<file path="config.mk">
export PLATFORM = sky130hd
export DESIGN_NAME = mem_access_unit_flat
export DESIGN_NICKNAME = d
export VERILOG_FILES = /design/src/rtl/mem_access_unit_pkg.sv /design/src/rtl/mem_access_unit_if.sv /design/src/rtl/mem_lane_align.sv /design/src/rtl/mem_access_unit.sv /design/src/flat_wrapper.sv
export SDC_FILE = /design/constraint.sdc
export NUM_CORES = 1
export LEC_CHECK = 0
export CORE_ASPECT_RATIO = 1.1
export CORE_MARGIN = 2
export CORE_UTILIZATION = 49
export CTS_BUF_LIST = sky130_fd_sc_hd__clkbuf_16
export DETAILED_ROUTE_END_ITERATION = 8
export PLACE_DENSITY = 0.89
export SYNTH_ARGS = -nofsm -noshare
export SYNTH_HDL_FRONTEND = slang
export SYNTH_HIERARCHICAL = 1
export SYNTH_SLANG_ARGS = --single-unit
</file>
<file path="constraint.sdc">
create_clock -name clk -period 10.18 [get_ports clk]
set_clock_uncertainty 0.15 [all_clocks]
set_input_delay 1.527 -clock clk [delete_from_list [all_inputs] [get_ports clk]]
set_output_delay 1.527 -clock clk [all_outputs]
set_load 0.05 [all_outputs]
</file>
<file path="src/rtl/mem_access_unit_pkg.sv">
// Shared definitions for the data-memory access unit: opcodes, access sizes,
// FSM states and the opcode decoder.
package mem_pkg;

    localparam logic [5:0] OP_LB  = 6'b100000;
    localparam logic [5:0] OP_LBU = 6'b100100;
    localparam logic [5:0] OP_LH  = 6'b100001;
    localparam logic [5:0] OP_LHU = 6'b100101;
    localparam logic [5:0] OP_LW  = 6'b100011;
    localparam logic [5:0] OP_SB  = 6'b101000;
    localparam logic [5:0] OP_SH  = 6'b101001;
    localparam logic [5:0] OP_SW  = 6'b101011;
    localparam logic [5:0] OP_LWU = 6'b100111;
    localparam logic [5:0] OP_LD  = 6'b110111;
    localparam logic [5:0] OP_SD  = 6'b111111;

    typedef enum logic [1:0] {BYTE, HALF, WORD, DWORD} size_e;

    typedef enum logic [1:0] {IDLE, REQ, DONE} state_e;

    typedef struct packed {
        logic  legal;
        logic  is_load;
        logic  is_store;
        logic  sign_ext;
        size_e size;
    } op_dec_t;

    // The 64-bit-only opcodes decode as illegal unless the data path is wide.
    function automatic op_dec_t decode_op(input logic [5:0] op, input logic wide);
        op_dec_t d;
        d.legal    = 1'b1;
        d.is_load  = 1'b1;
        d.is_store = 1'b0;
        d.sign_ext = 1'b1;
        d.size     = BYTE;
        case (op)
            OP_LB:  d.size = BYTE;
            OP_LBU: begin d.size = BYTE; d.sign_ext = 1'b0; end
            OP_LH:  d.size = HALF;
            OP_LHU: begin d.size = HALF; d.sign_ext = 1'b0; end
            OP_LW:  d.size = WORD;
            OP_LWU: begin d.size = WORD; d.sign_ext = 1'b0; d.legal = wide; end
            OP_LD:  begin d.size = DWORD; d.legal = wide; end
            OP_SB:  begin d.size = BYTE;  d.is_load = 1'b0; d.is_store = 1'b1; end
            OP_SH:  begin d.size = HALF;  d.is_load = 1'b0; d.is_store = 1'b1; end
            OP_SW:  begin d.size = WORD;  d.is_load = 1'b0; d.is_store = 1'b1; end
            OP_SD:  begin d.size = DWORD; d.is_load = 1'b0; d.is_store = 1'b1; d.legal = wide; end
            default: d.legal = 1'b0;
        endcase
        if (!d.legal) begin
            d.is_load  = 1'b0;
            d.is_store = 1'b0;
        end
        return d;
    endfunction

    function automatic logic misaligned(input size_e size, input logic [2:0] low);
        case (size)
            HALF:    return low[0];
            WORD:    return low[1:0] != 2'b00;
            DWORD:   return low != 3'b000;
            default: return 1'b0;
        endcase
    endfunction

endpackage

</file>
<file path="src/rtl/mem_access_unit_if.sv">
// Data-memory bus between the access unit (master) and the DM (slave).
interface mem_access_unit_if #(
    parameter int DATA_W    = 32,
    parameter int DM_ADDR_W = 12
);
    logic [DM_ADDR_W-1:0] dm_addr;
    logic [DATA_W/8-1:0]  dm_be;
    logic [DATA_W-1:0]    dm_wdata;
    logic                 dm_we;
    logic                 dm_re;
    logic                 dm_ack;
    logic [DATA_W-1:0]    dm_rdata;

    modport master (
        output dm_addr, dm_be, dm_wdata, dm_we, dm_re,
        input  dm_ack, dm_rdata
    );

    modport slave (
        input  dm_addr, dm_be, dm_wdata, dm_we, dm_re,
        output dm_ack, dm_rdata
    );
endinterface

</file>
<file path="src/rtl/mem_lane_align.sv">
// Combinational lane steering: byte enables, store-data replication and
// load-data extraction with sign/zero extension.
module mem_lane_align
    import mem_pkg::*;
#(
    parameter  int DATA_W = 32,
    localparam int NB     = DATA_W / 8,
    localparam int LB     = $clog2(NB)
) (
    input  size_e             size,
    input  logic              sign_ext,
    input  logic [LB-1:0]     lane,
    input  logic [DATA_W-1:0] st_data,
    input  logic [DATA_W-1:0] rd_raw,
    output logic [NB-1:0]     be,
    output logic [DATA_W-1:0] st_rep,
    output logic [DATA_W-1:0] ld_ext
);

    logic [DATA_W-1:0] shifted;
    logic [DATA_W-1:0] mask;
    logic              msb;

    always_comb begin
        be = '1;
        case (size)
            BYTE:    be = NB'(1)  << lane;
            HALF:    be = NB'(3)  << lane;
            WORD:    be = NB'(15) << lane;
            default: be = '1;
        endcase
    end

    // Each byte lane takes the source byte at the same offset within its field.
    always_comb begin
        st_rep = '0;
        for (int i = 0; i < NB; i++) begin
            case (size)
                BYTE:    st_rep[8*i +: 8] = st_data[7:0];
                HALF:    st_rep[8*i +: 8] = st_data[8*(i%2) +: 8];
                WORD:    st_rep[8*i +: 8] = st_data[8*(i%4) +: 8];
                default: st_rep[8*i +: 8] = st_data[8*i +: 8];
            endcase
        end
    end

    always_comb begin
        shifted = rd_raw >> {lane, 3'b000};
        mask    = '1;
        msb     = 1'b0;
        case (size)
            BYTE:    begin mask = DATA_W'(8'hFF);          msb = shifted[7];  end
            HALF:    begin mask = DATA_W'(16'hFFFF);       msb = shifted[15]; end
            WORD:    begin mask = DATA_W'(32'hFFFF_FFFF);  msb = shifted[31]; end
            default: begin mask = '1;                      msb = 1'b0;        end
        endcase
        ld_ext = (shifted & mask) | ((sign_ext && msb) ? ~mask : '0);
    end

endmodule

</file>
<file path="src/rtl/mem_access_unit.sv">
// Load/store access unit: decodes the opcode, checks alignment and runs one
// handshaked DM transaction per start request.
module mem_access_unit
    import mem_pkg::*;
#(
    parameter int DATA_W    = 32,
    parameter int ADDR_W    = 32,
    parameter int DM_ADDR_W = 12
) (
    input  logic               clk,
    input  logic               rst_n,
    input  logic               start,
    input  logic [5:0]         op,
    input  logic [ADDR_W-1:0]  addr,
    input  logic [DATA_W-1:0]  wdata,
    output logic               busy,
    output logic               done,
    output logic [DATA_W-1:0]  rdata,
    output logic               misalign,
    output logic               illegal_op,
    mem_access_unit_if.master  dm
);

    localparam int   NB   = DATA_W / 8;
    localparam int   LB   = $clog2(NB);
    localparam logic WIDE = (DATA_W == 64);

    state_e                state_q, state_d;
    logic [5:0]            op_q, op_d;
    logic [LB-1:0]         lane_q, lane_d;
    logic                  busy_q, busy_d;
    logic                  done_q, done_d;
    logic                  misalign_q, misalign_d;
    logic                  illegal_q, illegal_d;
    logic [DATA_W-1:0]     rdata_q, rdata_d;
    logic [DM_ADDR_W-1:0]  dm_addr_q, dm_addr_d;
    logic [NB-1:0]         dm_be_q, dm_be_d;
    logic [DATA_W-1:0]     dm_wdata_q, dm_wdata_d;
    logic                  dm_we_q, dm_we_d;
    logic                  dm_re_q, dm_re_d;

    logic                  in_idle;
    logic [5:0]            cur_op;
    logic [LB-1:0]         cur_lane;
    op_dec_t               dec;
    logic                  is_mis;
    logic [NB-1:0]         be;
    logic [DATA_W-1:0]     st_rep;
    logic [DATA_W-1:0]     ld_ext;
    logic                  unused_addr;

    // In IDLE the aligner works on the live request; in REQ on the captured one.
    assign in_idle     = (state_q == IDLE);
    assign cur_op      = in_idle ? op : op_q;
    assign cur_lane    = in_idle ? addr[LB-1:0] : lane_q;
    assign dec         = decode_op(cur_op, WIDE);
    assign is_mis      = misaligned(dec.size, addr[2:0]);
    assign unused_addr = ^addr;

    mem_lane_align #(.DATA_W(DATA_W)) u_align (
        .size     (dec.size),
        .sign_ext (dec.sign_ext),
        .lane     (cur_lane),
        .st_data  (wdata),
        .rd_raw   (dm.dm_rdata),
        .be       (be),
        .st_rep   (st_rep),
        .ld_ext   (ld_ext)
    );

    always_comb begin
        state_d    = state_q;
        op_d       = op_q;
        lane_d     = lane_q;
        busy_d     = busy_q;
        done_d     = 1'b0;
        misalign_d = misalign_q;
        illegal_d  = illegal_q;
        rdata_d    = rdata_q;
        dm_addr_d  = dm_addr_q;
        dm_be_d    = dm_be_q;
        dm_wdata_d = dm_wdata_q;
        dm_we_d    = dm_we_q;
        dm_re_d    = dm_re_q;
        case (state_q)
            IDLE: begin
                if (start) begin
                    op_d       = op;
                    lane_d     = addr[LB-1:0];
                    misalign_d = 1'b0;
                    illegal_d  = 1'b0;
                    if (!dec.legal) begin
                        illegal_d = 1'b1;
                        done_d    = 1'b1;
                        state_d   = DONE;
                    end else if (is_mis) begin
                        misalign_d = 1'b1;
                        done_d     = 1'b1;
                        state_d    = DONE;
                    end else begin
                        busy_d     = 1'b1;
                        dm_addr_d  = {addr[DM_ADDR_W-1:LB], {LB{1'b0}}};
                        dm_be_d    = be;
                        dm_wdata_d = st_rep;
                        dm_we_d    = dec.is_store;
                        dm_re_d    = dec.is_load;
                        state_d    = REQ;
                    end
                end
            end
            REQ: begin
                if (dm.dm_ack) begin
                    if (dm_re_q) begin
                        rdata_d = ld_ext;
                    end
                    busy_d  = 1'b0;
                    dm_we_d = 1'b0;
                    dm_re_d = 1'b0;
                    done_d  = 1'b1;
                    state_d = DONE;
                end
            end
            default: begin
                state_d = IDLE;
            end
        endcase
    end

    always_ff @(posedge clk or negedge rst_n) begin
        if (!rst_n) begin
            state_q    <= IDLE;
            op_q       <= '0;
            lane_q     <= '0;
            busy_q     <= 1'b0;
            done_q     <= 1'b0;
            misalign_q <= 1'b0;
            illegal_q  <= 1'b0;
            rdata_q    <= '0;
            dm_addr_q  <= '0;
            dm_be_q    <= '0;
            dm_wdata_q <= '0;
            dm_we_q    <= 1'b0;
            dm_re_q    <= 1'b0;
        end else begin
            state_q    <= state_d;
            op_q       <= op_d;
            lane_q     <= lane_d;
            busy_q     <= busy_d;
            done_q     <= done_d;
            misalign_q <= misalign_d;
            illegal_q  <= illegal_d;
            rdata_q    <= rdata_d;
            dm_addr_q  <= dm_addr_d;
            dm_be_q    <= dm_be_d;
            dm_wdata_q <= dm_wdata_d;
            dm_we_q    <= dm_we_d;
            dm_re_q    <= dm_re_d;
        end
    end

    assign busy        = busy_q;
    assign done        = done_q;
    assign rdata       = rdata_q;
    assign misalign    = misalign_q;
    assign illegal_op  = illegal_q;
    assign dm.dm_addr  = dm_addr_q;
    assign dm.dm_be    = dm_be_q;
    assign dm.dm_wdata = dm_wdata_q;
    assign dm.dm_we    = dm_we_q;
    assign dm.dm_re    = dm_re_q;

endmodule
</file>
<file path="src/flat_wrapper.sv">
// flat-port wrapper written by rule: the top's interface ports become plain ports
module mem_access_unit_flat import mem_pkg::*;
#(
    parameter int DATA_W    = 32,
    parameter int ADDR_W    = 32,
    parameter int DM_ADDR_W = 12
)
  (clk, rst_n, start, op, addr, wdata, busy, done, rdata, misalign, illegal_op, dm_dm_addr, dm_dm_be, dm_dm_wdata, dm_dm_we, dm_dm_re, dm_dm_ack, dm_dm_rdata);
  mem_access_unit_if #(.DATA_W(DATA_W), .DM_ADDR_W(DM_ADDR_W)) dm_i ();
  input  logic clk;
  input  logic rst_n;
  input  logic start;
  input  logic [5:0] op;
  input  logic [ADDR_W-1:0] addr;
  input  logic [DATA_W-1:0] wdata;
  output logic busy;
  output logic done;
  output logic [DATA_W-1:0] rdata;
  output logic misalign;
  output logic illegal_op;
  output wire logic [$bits(dm_i.dm_addr)-1:0] dm_dm_addr;
  output wire logic [$bits(dm_i.dm_be)-1:0] dm_dm_be;
  output wire logic [$bits(dm_i.dm_wdata)-1:0] dm_dm_wdata;
  output wire logic [$bits(dm_i.dm_we)-1:0] dm_dm_we;
  output wire logic [$bits(dm_i.dm_re)-1:0] dm_dm_re;
  input wire logic [$bits(dm_i.dm_ack)-1:0] dm_dm_ack;
  input wire logic [$bits(dm_i.dm_rdata)-1:0] dm_dm_rdata;
  assign dm_dm_addr = dm_i.dm_addr;
  assign dm_dm_be = dm_i.dm_be;
  assign dm_dm_wdata = dm_i.dm_wdata;
  assign dm_dm_we = dm_i.dm_we;
  assign dm_dm_re = dm_i.dm_re;
  assign dm_i.dm_ack = dm_dm_ack;
  assign dm_i.dm_rdata = dm_dm_rdata;
  mem_access_unit #(.DATA_W(DATA_W), .ADDR_W(ADDR_W), .DM_ADDR_W(DM_ADDR_W)) u_core (.clk(clk), .rst_n(rst_n), .start(start), .op(op), .addr(addr), .wdata(wdata), .busy(busy), .done(done), .rdata(rdata), .misalign(misalign), .illegal_op(illegal_op), .dm(dm_i));
endmodule
</file>
==> results of run 1 <==
cell type report:
type	count	area [µm²]	area share [%]
Tap cell	143	179	2.48
Inverter	6	22.5	0.312
Clock buffer	9	225	3.12
Multi-Input combinational cell	298	2640	36.6
Clock inverter	6	78.8	1.09
Sequential cell	94	2350	32.6
Timing Repair Buffer	173	1720	23.8
routing by layer:
| layer | share of wire (%) | vias to the layer above | track usage, % |
|---|---|---|---|
| met3 | 7.5 | 26 | 5.50 |
| li1 | - | 1851 | - |
| met5 | 0 | - | 0 |
| met2 | 50 | 186 | 40.5 |
| met1 | 41 | 1992 | 30.4 |
| met4 | 1.7 | 0 | 7.72 |
how the worst min path moves through the flow:
stage	start	to	slack (ns)
2_1_floorplan	u_core/lane_q[0]	u_core/lane_q[0]	0.32
3_3_place_gp	u_core/busy	u_core/busy	0.31
3_5_place_dp	u_core/busy	u_core/busy	0.32
4_1_cts	u_core/busy	u_core/busy	0.33
5_1_grt	u_core/busy	u_core/busy	0.35
6_report	u_core/busy	u_core/busy	0.33
cells in the final DEF (no fill, tap or decap), drive strengths merged, types with 3 or more instances in the layout:
| cell type | n |
|---|---|
| buf | 5 |
| clkdlybuf4s50 | 168 |
| or2 | 3 |
| a21oi | 16 |
| a22oi | 9 |
| mux2i | 20 |
| nor2b | 8 |
| mux2 | 107 |
| nor2 | 17 |
| o21ai | 15 |
| clkbuf | 9 |
| dfrtp | 94 |
| a211oi | 8 |
| ha | 6 |
| nand2 | 44 |
| nor4bb | 3 |
| o41ai | 8 |
| nand3 | 5 |
| a21o | 3 |
| inv | 7 |
state kept, by name, indices dropped and copies added (netlist names):
signal and flops:
u_core/dm.dm_addr 10, u_core/op_q 6, u_core/illegal_op 1, u_core/rdata 32
u_core/state_q 2, u_core/done 1, u_core/dm.dm_re 1, u_core/dm.dm_wdata 32
u_core/dm.dm_we 1, u_core/dm.dm_be 4, u_core/busy 1, u_core/lane_q 2
u_core/misalign 1
worst register-to-register path, stage by stage, from the launching register on:
cell	delay, ns
dfrtp_1	0.50
or2_1	0.44
a31oi_1	0.37
a2bb2oi_1	0.16
nor2_1	0.26
inv_1	0.14
ha_1	0.54
nor2_2	0.77
mux2_2	0.43
mux2_4	0.27
kinds of logic (layout without fill, tap and decap cells):
group / count (synthesis) / after routing
AOI/OAI and AO/OA: 71 / 71
other: 1 / 2
buffers and inverters: 43 / 194
and+or+nand+nor: 91 / 91
adders and majority gates: 6 / 6
DFF: 94 / 94
muxes: 128 / 128
where the power goes:
group / internal (mW) / leakage [nW] / switching (mW)
Clock: 0.211 / 0.148 / 0.134
Combinational: 0.651 / 1.80 / 0.974
Sequential: 0.536 / 1.18 / 0.109
per-stage QoR:
stage / utilization (%) / std cells / hold WS [ns] / total power, mW
after global placement: 66.2 / 714 / 0.313 / 2.21
after floorplan: - / 435 / 0.325 / 1.80
final: 69.1 / 729 / 0.333 / 2.62
after CTS: 69.1 / 729 / 0.334 / 2.62
after detailed placement: 66.2 / 714 / 0.319 / 2.26
after global routing: 69.1 / 729 / 0.352 / 2.74
==> flow_summary.yaml, run 1 <==
clock_tree:
  clk_pin_slew_ns: 0.06
  cts_num_sinks: 94
  numCtsBuffers: 9
  clockBufferDepth: 2
  cts_setup_buffers: 0
  root_buffer: "clkbuf_16"
  htreeDepth: 3
  cts_resized: 0
  insertion_delay_ns: 0.33
  cts_tree: "built"
  cts.hold.buffers_added: 0
worst_setup_path:
  cp.depth: 10
  path_buf_inv: 2
  crit_fanout: 21
  slowest_stage: "nor2_2"
  end_kind: "flop"
  worstReg2RegStart: "u_core/state_q[0]"
  reg2reg_setup_slack_ns: 6.02
  timing.critical_path.arrival_ns: 5.22
  path_cells: "clkdlybuf4s50_1 > or4b_1 > o21ai_2 > a2bb2oi_1 > nor2_1 > inv_1 > ha_1 > nor2_2 > mux2_2 > mux2_4"
  crit_start: "op[5]"
  cp-endpoint: "u_core/dm.dm_wdata[16]"
  cp_top_family: "simple AND/OR/NAND/NOR gates"
  reg2reg_depth: 9
  cp_slowest_stage_delay_ns: 0.77
  path_class: "input pin to flop"
  start_kind: "input pin"
  reg2reg_to: "u_core/dm.dm_wdata[16]"
  critPathRequiredTime_ns: 10.25
synthesis:
  synth.most_common_cell: "dfrtp_1"
  synth_compound_gate_area_share_pct: 9.33
  ys_async_sr_fraction_pct: 100
  ys_seq_area_share_pct: 44.6
  synthXorXnorAreaFrac_pct: 0
  synth_cell_types: 50
  synthAdderAreaFrac_pct: 1.42
  syn_avg_cell_area_um2: 12.1
  netlist.area_leader.share_pct: 44.6
  synth.largest_area_cell: "dfrtp_1"
  synth_area_um2: 5270
  synthMuxAreaShare_pct: 30.7
  synth_edf_count: 0
  synth-simple-area-share_pct: 8.60
  ys_ff_latch: 94
  ys.flop_type: "dfrtp_1"
  syn-instance-count: 434
  synth_top_family_by_area: "multiplexers"
  synthTopCellsByArea: "dfrtp_1 (45%), mux2_4 (13%), mux2_2 (13%)"
  yosys_warnings: 6
  synthTopCellsByCount: "dfrtp_1 (94), mux2_2 (60), mux2_4 (47)"
routing:
  routed_via_density: 5.56
  routed_wl_um: 13900
  routedWlPerCell_um: 19.1
  drc: 0
  first_iter_violations: 235
  antenna_left: 0
  drt_pass1_iterations: 6
  vias: 4055
timing:
  fin_crit_ns: 5.16
  setup_viol_count_final: 0
  tns_ns: 0
  slew_headroom_pct: 34.9
  setup_slack_ns: 5.02
  hold_viol_final: 0
  rsz0062_at_grt: "false"
  slew_viol_final: 0
  worst_pin_slew_ns: 0.976
  fmax_mhz: 194
  fin_crit_sh_pct: 50.6
layout:
  area_growth_syn_to_layout_pct: 37.0
  fillers: 773
  drive_gt1_share_pct: 22.9
  diodes: 0
  finish.instance_area_um2: 7220
  final_nets: 694
die:
  initial_core_util_pct: 50.5
  rows: 39
  die_area_um2: 11600
  fp.dieW_um: 103
  coreArea_um2: 10400
  die_height_um: 113
  pin_count: 192
run:
  drv_cap: 0
power_and_ir_drop:
  ir_worst_vdd_uv: 168
  leakage_nw: 3.13
  p_per_area_nw_per_um2: 362
global_routing:
  grt_usage_pct: 24.0
  overflow: 0
  grt_pass1_vias: 4078
  grt_pass1_wl_um: 21500
  grt_max_degree: 73
  antenna_found_initial: 0
worst_hold_path:
  hp-class: "flop to flop"
  min_path_cells: 1
place:
  pre_cts_slack_ns: 4.76
  post-dp-hpwl_um: 10000
  io_buffers: 169
  placed_cell_area_um2: 6920
  routabilityCongestion: 0.911
outcome:
  outcome: "finished clean"
Power figures use the tool's default switching activity.
==> run 2: changes to the inputs <==
--- a/config.mk
+++ b/config.mk
@@ -7,10 +7,10 @@
 export LEC_CHECK = 0
 export CORE_ASPECT_RATIO = 1.1
 export CORE_MARGIN = 2
-export CORE_UTILIZATION = 49
+export CORE_UTILIZATION = 41
 export CTS_BUF_LIST = sky130_fd_sc_hd__clkbuf_16
 export DETAILED_ROUTE_END_ITERATION = 8
-export PLACE_DENSITY = 0.89
+export PLACE_DENSITY = 0.8
 export SYNTH_ARGS = -nofsm -noshare
 export SYNTH_HDL_FRONTEND = slang
 export SYNTH_HIERARCHICAL = 1
==> constraint.sdc (replaced) <==
create_clock -name clk -period 4.65 [get_ports clk]
set_clock_uncertainty 0.15 [all_clocks]
set_input_delay 0.6975 -clock clk [delete_from_list [all_inputs] [get_ports clk]]
set_output_delay 0.6975 -clock clk [all_outputs]
set_load 0.05 [all_outputs]
==> run 2 against run 1 <==
First-iteration DRC count rose by 36%; largest cell class unchanged; combinational power rose by 120%; utilization down 12 points; critical endpoint is now u_core/rdata[14].
==> flow_summary.yaml, run 2 (synthesis gave the netlist of run 1 again) <==
global_routing:
  grt_pass1_vias: 4039
  grt_max_degree: 59
  grt_usage_pct: 19.4
  grt_pass1_wl_um: 21200
  overflow: 0
  antenna_found_initial: 0
timing:
  fin_crit_ns: 4.03
  slew_viol_final: 0
  worst_pin_slew_ns: 0.803
  fmax_mhz: 248
  hold_viol_final: 0
  fin_crit_sh_pct: 86.7
  slew_headroom_pct: 46.5
  tns_ns: 0
  rsz0062_at_grt: "false"
  setup_viol_count_final: 0
clock_tree:
  cts.hold.buffers_added: 0
  root_buffer: "clkbuf_16"
  clk_pin_slew_ns: 0.06
  cts_resized: 0
  htreeDepth: 3
  numCtsBuffers: 9
  insertion_delay_ns: 0.34
  cts_tree: "built"
  cts_setup_buffers: 0
  cts_num_sinks: 94
  clockBufferDepth: 2
routing:
  vias: 4056
  drt_pass1_iterations: 5
  drc: 0
  antenna_left: 0
  routed_via_density: 5.44
  routed_wl_um: 13300
  routedWlPerCell_um: 17.9
  first_iter_violations: 320
power_and_ir_drop:
  p_per_area_nw_per_um2: 781
  ir_worst_vdd_uv: 443
  leakage_nw: 3.14
  switchingPower_mw: 2.64
  switching_share_pct: 46.6
  p_clk_share_pct: 12.6
  sequentialPowerShare_pct: 24.7
  internal_power_mw: 3.02
  power_frac_comb_pct: 62.7
  power.total_mw: 5.66
die:
  initial_core_util_pct: 41.9
  pin_count: 192
  coreArea_um2: 12600
  rows: 43
  die_area_um2: 13800
  fp.dieW_um: 112
  die_height_um: 123
layout:
  fillers: 1049
  diodes: 0
  final_common_cell: "clkdlybuf4s50_1"
  final_nets: 697
  drive_gt1_share_pct: 23.3
  area_growth_syn_to_layout_pct: 37.6
  layout_common_cells: "clkdlybuf4s50_1 (168), dfrtp_1 (94), mux2_2 (60), mux2_4 (47), nand2_1 (44)"
worst_setup_path:
  crit_start: "op[5]"
  start_kind: "input pin"
  end_kind: "flop"
  reg2reg_setup_slack_ns: 0.73
  critPathRequiredTime_ns: 4.73
  worstReg2RegStart: "u_core/state_q[1]"
  reg2reg_to: "u_core/rdata[14]"
  path_class: "input pin to flop"
  crit_fanout: 11
  cp-endpoint: "u_core/rdata[14]"
  timing.critical_path.arrival_ns: 4.11
  reg2reg_depth: 11
outcome:
  outcome: "finished clean"
worst_hold_path:
  hp-class: "input pin to asynchronous set/reset pin"
run:
  drv_cap: 0
place:
  routabilityCongestion: 0.858
  io_buffers: 169
  post-dp-hpwl_um: 9490
-- run 2: cell type report --
| type | instances | area [µm²] | share of cell area, % |
|---|---|---|---|
| inverter | 6 | 22.5 | 0.311 |
| sequential | 94 | 2350 | 32.4 |
| clock buffer | 9 | 225 | 3.11 |
| multi-input combinational | 298 | 2640 | 36.5 |
| tap | 157 | 196 | 2.71 |
| clock inverter | 6 | 55.1 | 0.759 |
| timing repair buffer | 176 | 1750 | 24.2 |
-- run 2: stage by stage --
| step | std cells | setup slack [ns] | hold slack, ns | util (%) | area [µm²] |
|---|---|---|---|---|---|
| floorplan | 435 | 1.22 | 0.252 | - | 5270 |
| global placement | 731 | 0.435 | 0.315 | 55.4 | 6970 |
| detailed placement | 731 | 0.293 | 0.333 | 55.4 | 6970 |
| CTS | 746 | 0.667 | 0.281 | 57.6 | 7250 |
| global route | 746 | 0.454 | 0.322 | 57.6 | 7250 |
| finish | 746 | 0.617 | 0.251 | 57.6 | 7250 |
-- run 2: worst max-delay path: stages --
cell and delay (ns):
clkdlybuf4s50_1 0.49, or4b_1 0.45, o21ai_2 0.16, a2bb2oi_1 0.16, nor2_1 0.27, inv_1 0.13, ha_1 0.43, buf_4 0.29
a311oi_2 0.27, a21o_1 0.30, o21ai_0 0.17, mux2_2 0.28
-- run 2: power groups by stage --
stage | Sequential, mW | Clock, mW | Combinational, mW
floorplan | 2.45 | 0 | 1.50
global placement | 1.39 | 0 | 3.49
detailed placement | 1.41 | 0 | 3.54
CTS | 1.40 | 0.738 | 3.56
global route | 1.44 | 0.767 | 3.74
finish | 1.40 | 0.713 | 3.55
-- run 2: worst min path at each step --
| stage | from | end | slack (ns) | cells past startpoint |
|---|---|---|---|---|
| final | rst_n | u_core/dm.dm_addr[10] | 0.25 | 1 |
| after global routing | rst_n | u_core/dm.dm_addr[9] | 0.32 | 1 |
| after CTS | rst_n | u_core/dm.dm_addr[10] | 0.28 | 1 |
| after detailed placement | u_core/busy | u_core/busy | 0.33 | 1 |
| after global placement | u_core/busy | u_core/busy | 0.32 | 1 |
| after floorplan | rst_n | u_core/busy | 0.25 | 0 |
-- run 2: per-layer routing --
metal / vias to the layer above / wire [µm] / global-route usage, %
met3: 22 / 898 / 3.87
met1: 2013 / 5530 / 24.9
met5: - / 0 / 0
met4: 0 / 283 / 7.62
met2: 166 / 6610 / 32.4
li1: 1855 / - / -
